File: src/rtl/div_sequencer_if.sv
// rtl/div_sequencer_if.sv - request/result handshake bundle for div_sequencer
//
// in_valid/in_ready/in_op/in_src1/in_src2 : request channel from EX
// cancel                                  : pipeline flush
// out_valid/out_ready/out_result          : result channel to MEM
// busy                                    : sequencer not idle
interface div_sequencer_if;
  logic        in_valid;
  logic        in_ready;
  logic [3:0]  in_op;
  logic [31:0] in_src1;
  logic [31:0] in_src2;
  logic        cancel;
  logic        out_valid;
  logic        out_ready;
  logic [31:0] out_result;
  logic        busy;

  modport master (
    output in_valid, in_op, in_src1, in_src2, cancel, out_ready,
    input  in_ready, out_valid, out_result, busy
  );

  modport slave (
    input  in_valid, in_op, in_src1, in_src2, cancel, out_ready,
    output in_ready, out_valid, out_result, busy
  );
endinterface

File: src/rtl/div_sequencer.sv
// rtl/div_sequencer.sv - multi-cycle restoring 32-bit divide/modulo sequencer
//
// clk    : sole clock, rising edge
// resetn : synchronous active-low reset
// bus    : div_sequencer_if.slave (request, cancel, result, busy)
// in_op one-hot: bit0 div_w, bit1 div_wu, bit2 mod_w, bit3 mod_wu
module div_sequencer (
  input  logic                  clk,
  input  logic                  resetn,
  div_sequencer_if.slave        bus
);

  typedef enum logic [2:0] {
    IDLE = 3'd0,
    PREP = 3'd1,
    CALC = 3'd2,
    FIX  = 3'd3,
    DONE = 3'd4
  } state_t;

  state_t      state_q, state_d;
  logic [3:0]  op_q, op_d;
  logic [31:0] src1_q, src1_d;     // original dividend, needed for divide-by-zero
  logic [31:0] src2_q, src2_d;     // original divisor
  logic [31:0] dvd_q, dvd_d;       // magnitude dividend, shifted out MSB first
  logic [31:0] dvs_q, dvs_d;       // magnitude divisor
  logic [31:0] rem_q, rem_d;       // partial remainder (always < divisor)
  logic [31:0] quo_q, quo_d;
  logic        qneg_q, qneg_d;
  logic        rneg_q, rneg_d;
  logic [4:0]  cnt_q, cnt_d;
  logic [31:0] result_q, result_d;

  logic        op_signed;
  logic        op_is_mod;
  logic        accept;
  logic [32:0] rem_shift;
  logic [32:0] rem_diff;
  logic [31:0] q_fix;
  logic [31:0] r_fix;

  assign op_signed = op_q[0] | op_q[2];
  assign op_is_mod = op_q[2] | op_q[3];

  assign bus.in_ready   = (state_q == IDLE) && !bus.cancel;
  assign bus.busy       = (state_q != IDLE);
  assign bus.out_valid  = (state_q == DONE);
  assign bus.out_result = (state_q == DONE) ? result_q : 32'd0;

  // Malformed op encodings are silently ignored so the request never enters.
  assign accept = bus.in_valid && bus.in_ready && $onehot(bus.in_op);

  // One restoring step: bring in the next dividend bit, trial-subtract in 33 bits.
  assign rem_shift = {rem_q, dvd_q[31]};
  assign rem_diff  = rem_shift - {1'b0, dvs_q};

  always_comb begin
    q_fix = qneg_q ? (32'd0 - quo_q) : quo_q;
    r_fix = rneg_q ? (32'd0 - rem_q) : rem_q;
    // Divide-by-zero returns all-ones / dividend regardless of signedness.
    if (src2_q == 32'd0) begin
      q_fix = 32'hFFFF_FFFF;
      r_fix = src1_q;
    end
  end

  always_comb begin
    state_d  = state_q;
    op_d     = op_q;
    src1_d   = src1_q;
    src2_d   = src2_q;
    dvd_d    = dvd_q;
    dvs_d    = dvs_q;
    rem_d    = rem_q;
    quo_d    = quo_q;
    qneg_d   = qneg_q;
    rneg_d   = rneg_q;
    cnt_d    = cnt_q;
    result_d = result_q;

    case (state_q)
      IDLE: begin
        if (accept) begin
          op_d    = bus.in_op;
          src1_d  = bus.in_src1;
          src2_d  = bus.in_src2;
          state_d = PREP;
        end
      end
      PREP: begin
        // abs(0x80000000) stays 0x80000000, which is the correct magnitude unsigned.
        dvd_d   = (op_signed && src1_q[31]) ? (32'd0 - src1_q) : src1_q;
        dvs_d   = (op_signed && src2_q[31]) ? (32'd0 - src2_q) : src2_q;
        qneg_d  = op_signed && (src1_q[31] ^ src2_q[31]);
        rneg_d  = op_signed && src1_q[31];
        rem_d   = 32'd0;
        quo_d   = 32'd0;
        cnt_d   = 5'd0;
        state_d = CALC;
      end
      CALC: begin
        dvd_d = {dvd_q[30:0], 1'b0};
        if (!rem_diff[32]) begin
          rem_d = rem_diff[31:0];
          quo_d = {quo_q[30:0], 1'b1};
        end else begin
          rem_d = rem_shift[31:0];
          quo_d = {quo_q[30:0], 1'b0};
        end
        cnt_d = cnt_q + 5'd1;
        if (cnt_q == 5'd31) begin
          state_d = FIX;
        end
      end
      FIX: begin
        result_d = op_is_mod ? r_fix : q_fix;
        state_d  = DONE;
      end
      DONE: begin
        if (bus.out_ready) begin
          state_d = IDLE;
        end
      end
      default: begin
        state_d = IDLE;
      end
    endcase

    // Flush wins over everything, including a DONE handshake in the same cycle.
    if (bus.cancel) begin
      state_d = IDLE;
      cnt_d   = 5'd0;
    end
  end

  always_ff @(posedge clk) begin
    if (!resetn) begin
      state_q  <= IDLE;
      op_q     <= 4'd0;
      src1_q   <= 32'd0;
      src2_q   <= 32'd0;
      dvd_q    <= 32'd0;
      dvs_q    <= 32'd0;
      rem_q    <= 32'd0;
      quo_q    <= 32'd0;
      qneg_q   <= 1'b0;
      rneg_q   <= 1'b0;
      cnt_q    <= 5'd0;
      result_q <= 32'd0;
    end else begin
      state_q  <= state_d;
      op_q     <= op_d;
      src1_q   <= src1_d;
      src2_q   <= src2_d;
      dvd_q    <= dvd_d;
      dvs_q    <= dvs_d;
      rem_q    <= rem_d;
      quo_q    <= quo_d;
      qneg_q   <= qneg_d;
      rneg_q   <= rneg_d;
      cnt_q    <= cnt_d;
      result_q <= result_d;
    end
  end

endmodule

File: src/flat_wrapper.sv
// flat-port wrapper written by rule: the top's interface ports become plain ports
module div_sequencer_flat 
  (clk, resetn, bus_in_valid, bus_in_op, bus_in_src1, bus_in_src2, bus_cancel, bus_out_ready, bus_in_ready, bus_out_valid, bus_out_result, bus_busy);
  div_sequencer_if bus_i ();
  input  logic clk;
  input  logic resetn;
  input wire logic [$bits(bus_i.in_valid)-1:0] bus_in_valid;
  input wire logic [$bits(bus_i.in_op)-1:0] bus_in_op;
  input wire logic [$bits(bus_i.in_src1)-1:0] bus_in_src1;
  input wire logic [$bits(bus_i.in_src2)-1:0] bus_in_src2;
  input wire logic [$bits(bus_i.cancel)-1:0] bus_cancel;
  input wire logic [$bits(bus_i.out_ready)-1:0] bus_out_ready;
  output wire logic [$bits(bus_i.in_ready)-1:0] bus_in_ready;
  output wire logic [$bits(bus_i.out_valid)-1:0] bus_out_valid;
  output wire logic [$bits(bus_i.out_result)-1:0] bus_out_result;
  output wire logic [$bits(bus_i.busy)-1:0] bus_busy;
  assign bus_i.in_valid = bus_in_valid;
  assign bus_i.in_op = bus_in_op;
  assign bus_i.in_src1 = bus_in_src1;
  assign bus_i.in_src2 = bus_in_src2;
  assign bus_i.cancel = bus_cancel;
  assign bus_i.out_ready = bus_out_ready;
  assign bus_in_ready = bus_i.in_ready;
  assign bus_out_valid = bus_i.out_valid;
  assign bus_out_result = bus_i.out_result;
  assign bus_busy = bus_i.busy;
  div_sequencer u_core (.clk(clk), .resetn(resetn), .bus(bus_i));
endmodule
File: config.mk
export PLATFORM = sky130hd
export DESIGN_NAME = div_sequencer_flat
export DESIGN_NICKNAME = d
export VERILOG_FILES = /design/src/rtl/div_sequencer_if.sv /design/src/rtl/div_sequencer.sv /design/src/flat_wrapper.sv
export SDC_FILE = /design/constraint.sdc
export NUM_CORES = 1
export LEC_CHECK = 0
export CAP_MARGIN = 20
export CORE_UTILIZATION = 64
export CTS_CLUSTER_SIZE = 16
export DETAILED_ROUTE_END_ITERATION = 7
export HOLD_SLACK_MARGIN = 0.1
export PLACE_DENSITY = 0.95
export SETUP_SLACK_MARGIN = 0.1
export SLEW_MARGIN = 20
export SYNTH_ARGS = -nofsm -noshare
export SYNTH_HDL_FRONTEND = slang
export SYNTH_SLANG_ARGS = --single-unit
File: constraint.sdc
create_clock -name clk -period 9.2 [get_ports clk]
set_input_delay 1.84 -clock clk [delete_from_list [all_inputs] [get_ports clk]]
set_output_delay 1.84 -clock clk [all_outputs]
set_load 0.01 [all_outputs]
* Word-level counts from Yosys, hierarchy flattened *
Cells that the tools add are included.

cells by class
  $add $sub $neg = 9
  equality and inequality tests = 9
  mux-type cells = 18
  bitwise operators = 4
  reductions and logical operators = 14

operators by type and width
  cell                     number
  $mux W32                 9
  $pmux W32 S2             3
  $sub A1 B32 Y32 const A  4
  $sub A33 B32 Y33         1
  $logic_not A32 Y1        1
  $pmux W3 S5              1
  $pmux W5 S2              1
  $mux W3                  3
  $eq A3 B1 Y1 const B     2
  $eq A3 B2 Y1 const B     2
  $logic_and A1 B1 Y1      6
  $add A5 B1 Y5 const B    1
  $eq A5 B5 Y1 const B     1
  $add A1 B1 Y2            2
  $ne A2 B1 Y1 const B     2
  $add A3 B3 Y3            1
  $eq A3 B3 Y1 const B     1
  $logic_not A3 Y1         1
  $reduce_and A3 Y1        1
  $reduce_bool A3 Y1       1
  $ne A2 B2 Y1 const B     1
  $or A1 B1 Y1             2
  $reduce_and A2 Y1        1
  $reduce_bool A2 Y1       1
  other kinds (5)          5

word-level totals
  flip-flop bits (word level) = 238

* Logic depth before layout (Yosys ltp) *
  word-level depth = 6
  gate-level depth with buffers = 14
  depth with buffers taken out = 12

* Worst setup path before layout *
Ideal clock, no wire load.

  path type = input port to flip-flop
  start point = input bus_in_op[2]
  end point = register u_core.src2_q[11]
  library setup time = 0.076 ns
  arrival = 3.959 ns
  data required time = 9.124 ns
  slack = 5.165 ns
  cell stages on the path = 10
  buffers on the path = 3
  cells stage by stage = ha_1 > ha_1 > fa_1 > nor2_1 > and4_1 > clkbuf_1 > clkbuf_1 > clkbuf_1 > nand2_1 > a21boi_0

on the way
  cells in the longest elaborated chain, start to end = 5

RTL lines
  item                                 RTL line              RTL
  from (decl)                          flat_wrapper.sv:8     input wire logic [$bits(bus_i.in_op)-1:0] bus_in_op;
  $add A1 B1 Y2 (implied by the code)  div_sequencer.sv:51   assign accept = bus.in_valid && bus.in_ready && $onehot(bus.in_op);
  $add A3 B3 Y3 (implied by the code)  div_sequencer.sv:51
  $eq A3 B1 Y1                         div_sequencer.sv:51
  $logic_and A1 B1 Y1                  div_sequencer.sv:51
  $reduce_and A2 Y1 (no line)          -
  to (signal assigned)                 div_sequencer.sv:154  src2_q <= src2_d;
  to (decl)                            div_sequencer.sv:24   logic [31:0] src2_q, src2_d;

Every way passes these cells.
A chain may end at the register's enable or synchronous reset.

* Worst setup path in the final report *
  start point = input bus_cancel
  end point = output bus_in_ready

on the way
  cells in the longest elaborated chain, start to end = 2

RTL lines
  item                 RTL line             RTL
  from (decl)          flat_wrapper.sv:11   input wire logic [$bits(bus_i.cancel)-1:0] bus_cancel;
  $logic_not A1 Y1     div_sequencer.sv:45  assign bus.in_ready = (state_q == IDLE) && !bus.cancel;
  $logic_and A1 B1 Y1  div_sequencer.sv:45
  to (decl)            flat_wrapper.sv:13   output wire logic [$bits(bus_i.in_ready)-1:0] bus_in_ready;

Every way passes these cells.

==> results.md <==
- Reported net switching power: 791.8 µW
- Worst-path fanout max: 3
- Routed len/inst: 18.43 µm
- Syn_nets: 1895
- Chip Width: 150.9 µm
- Clock power share: 39.3%
- Ports: 108
- CP dominant cell by count: clkdlybuf4s50_1
- Area Overhead vs Synth: 13.53%
- Fmax: 205.6 MHz
- Final Instance Area: 0.01610 mm²
- Port bufs: 107
- Initial DRC count: 1172
- HP Class: flip-flop to flip-flop
- Total power: 2669 µW
- Crit path largest cell delay: 0.57 ns
- Die ar.: 0.02276 mm²
- Worst Tran Pin Value: 1.080 ns
- Pint: 1877 µW
- Initial Util: 65.18%
- DP Cell Count: 2059
- Post-Route WL: 38790 µm
- Clock Skew: 0.01444 ns
- Post-Syn Area: 0.01418 mm²
- Placement Setup Slack: 4.361 ns
- Final setup TNS: 0 ns
- HPWL Detailed: 26840 µm
- Worst endpoint required time: 7.36 ns
- Syn Inst Count: 1779
- Initial antenna violation count: 0
- Total grt overflow: 0
- Clock period minus final worst setup slack: 4.864 ns
- Period utilization: 52.87%
- Clock Path Buffers: 3
- Vias per cell: 6.422
- Crit end category: output port
- Via count of the first global-routing pass: 12496
- Ant diodes: 0
- First-pass GRT wire length: 61890 µm
- Top post-synthesis cells by count: 283 x nand2_1, 237 x dfxtp_1, 141 x o21ai_0
- Post_cts resized: 0
- Comb power frac: 20.9%
- Non-filler cells, final: 2104
- Maxcap violations: 0
- Reg area: 0.004745 mm²
- Root buf cell: clkbuf_16
- Gpl congestion: 1.002
- Synth warn: 0
- Number of CTS-inserted buffers: 25
- CTS tree: yes
- Site Rows: 54
- Number of distinct library cells after synthesis: 76
- Drt pass-1 iters: 6
- Placeable Area: 0.02176 mm²
- Peak supply drop: 133.2 µV
- Top_reg_cell synth: dfxtp_1
- CP arrival: 3.02 ns
- RSZ-0062 raised after global routing: no
- Placed Area: 0.01525 mm²
- Setup Crit Path Kind: input port to output port
- Largest net degree at the start of global routing: 106
- Cts hold-fix bufs: 0
- ANT nets after route: 0
- Slowest-stage cell, CP: clkdlybuf4s50_1
- Final hold viol count: 0
- Layout cells sized above 1: 4.934%
- Fraction of registers with async set/reset: 0%
- Hold Crit Depth: 1
- Die Ht: 150.9 µm
- R2r worst-path depth: 9
- Clk pin slew, worst setup/hold paths: 0.06 ns
- Post-CTS setup buffers: 0
- Lkg Pwr: 0.006275 µW
- Pwr/cell area: 165.8 mW/mm²
- NumNets Final: 1922
- Slew HR: 27.85%
- H-Tree Depth: 1
- Drt drc: 0
- Switch share: 29.67%
- Crit path cell chain: clkdlybuf4s50_1, nor2_1, clkdlybuf4s50_1
- Fin worst setup slack: 4.336 ns
- Multi-input gate area: 0.008805 mm²
- Final count of pins violating max slew: 0
- Vias: 13511
- Mapped Avg Cell Area: 7.971 µm²
- Total track usage: 33.81%
- Leading post-synthesis cells by cell area: dfxtp_1 33%, nand2_1 7.5%, xor2_1 5.2%, o21ai_0 5.0%, a21boi_0 4.1%
- Fillers: 1533
- Yosys reg bits: 237
- Number of flops mapped to enable cells by yosys: 0
- Area leader, netlist: dfxtp_1
- Top-area cell type share of the netlist area: 33.46%
- Clock sinks: 237
- Seq pwr share: 39.8%
- Worst skew pair latency: 0.54 ns
- Final setup viols: 0
- Seq/Total Area, Yosys: 33.46%
- Status: finished, final reports clean
- Top-count cell post-synth: nand2_1
- Startpoint types: input port
-- cells in the final DEF (no fill, tap or decap), types with 9 or more instances in the layout --
master	n
inv_1	45
a21boi_0	78
o31ai_1	28
ha_1	41
o21ai_0	141
nor3_1	20
dfxtp_1	237
nand4_1	12
or4_1	11
or3_1	12
a22oi_1	61
xor2_1	84
nor2b_1	56
o41ai_1	14
o211ai_1	15
o21a_1	9
nor2_1	71
mux2i_1	27
xnor2_1	58
nand2_1	283
a21oi_1	84
nand3_1	29
nor4_1	12
and2_1	64
clkbuf_16	25
clkdlybuf4s50_1	106
o211a_1	18
a22o_1	12
buf_4	17
-- critical path, delay by kind of cell --
| family | cells | cell delay, ns |
|---|---|---|
| buf+inv | 2 | 0.99 |
| simple gates | 1 | 0.19 |
-- cells by family after synthesis --
group                      after synthesis  synth area share [%]
xor gates and xnor gates               142                 8.770
DFF                                    237                 33.46
AOI/OAI and AO/OA                      531                 25.09
buffers and inverters                  168                 4.650
and+or+nand+nor                        629                 22.07
adders and majority gates               43                 3.900
muxes                                   29                 2.065
-- sequential cells by signal (all words and copies together), names as in the netlist, 5 cells and up --
name / count
u_core.cnt_q: 5
u_core.dvd_q: 32
u_core.dvs_q: 32
u_core.quo_q: 32
u_core.rem_q: 32
u_core.result_q: 32
u_core.src1_q: 32
u_core.src2_q: 32
-- through the flow --
step | hold slack (ns) | util [%]
3_3_place_gp | 0.4292 | 70.12
6_report | 0.4507 | 74.00
5_1_grt | 0.4822 | 74.00
4_1_cts | 0.4512 | 73.99
3_5_place_dp | 0.4376 | 70.12
2_1_floorplan | 0.4167 | -
-- power by group through the flow --
stage | combinational, µW | sequential (µW) | clock [µW]
finish | 558 | 1060 | 1050
global route | 593 | 1060 | 1100
CTS | 535 | 1060 | 1050
detailed placement | 528 | 1080 | 0
global placement | 517 | 1080 | 0
floorplan | 385 | 1080 | 0
-- layout make-up --
| type | instances | area share, % |
|---|---|---|
| Multi-Input combinational cell | 1374 | 54.69 |
| Sequential cell | 237 | 29.47 |
| Timing Repair Buffer | 123 | 7.383 |
| Clock buffer | 33 | 4.197 |
| Tap cell | 280 | 2.176 |
| Inverter | 45 | 1.049 |
| Clock inverter | 12 | 1.034 |
-- per-layer routing --
| layer | wire, µm | global-route usage (%) | vias to the layer above |
|---|---|---|---|
| met3 | 3154 | 4.880 | 165 |
| met1 | 15610 | 41.84 | 6280 |
| met2 | 17830 | 56.74 | 711 |
| met4 | 2199 | 18.05 | 0 |
| met5 | 0 | 0 | - |
| li1 | - | - | 6355 |
-- worst paths after layout --
path	startpoint	to	slack [ns]
max reg2reg	u_core.src2_q[22]	u_core.result_q[8]	5.49
max	bus_cancel	bus_in_ready	4.34
min	u_core.result_q[31]	u_core.result_q[31]	0.45
min reg2reg	u_core.result_q[31]	u_core.result_q[31]	0.45
Note: power is estimated with default switching activity, not from simulation.
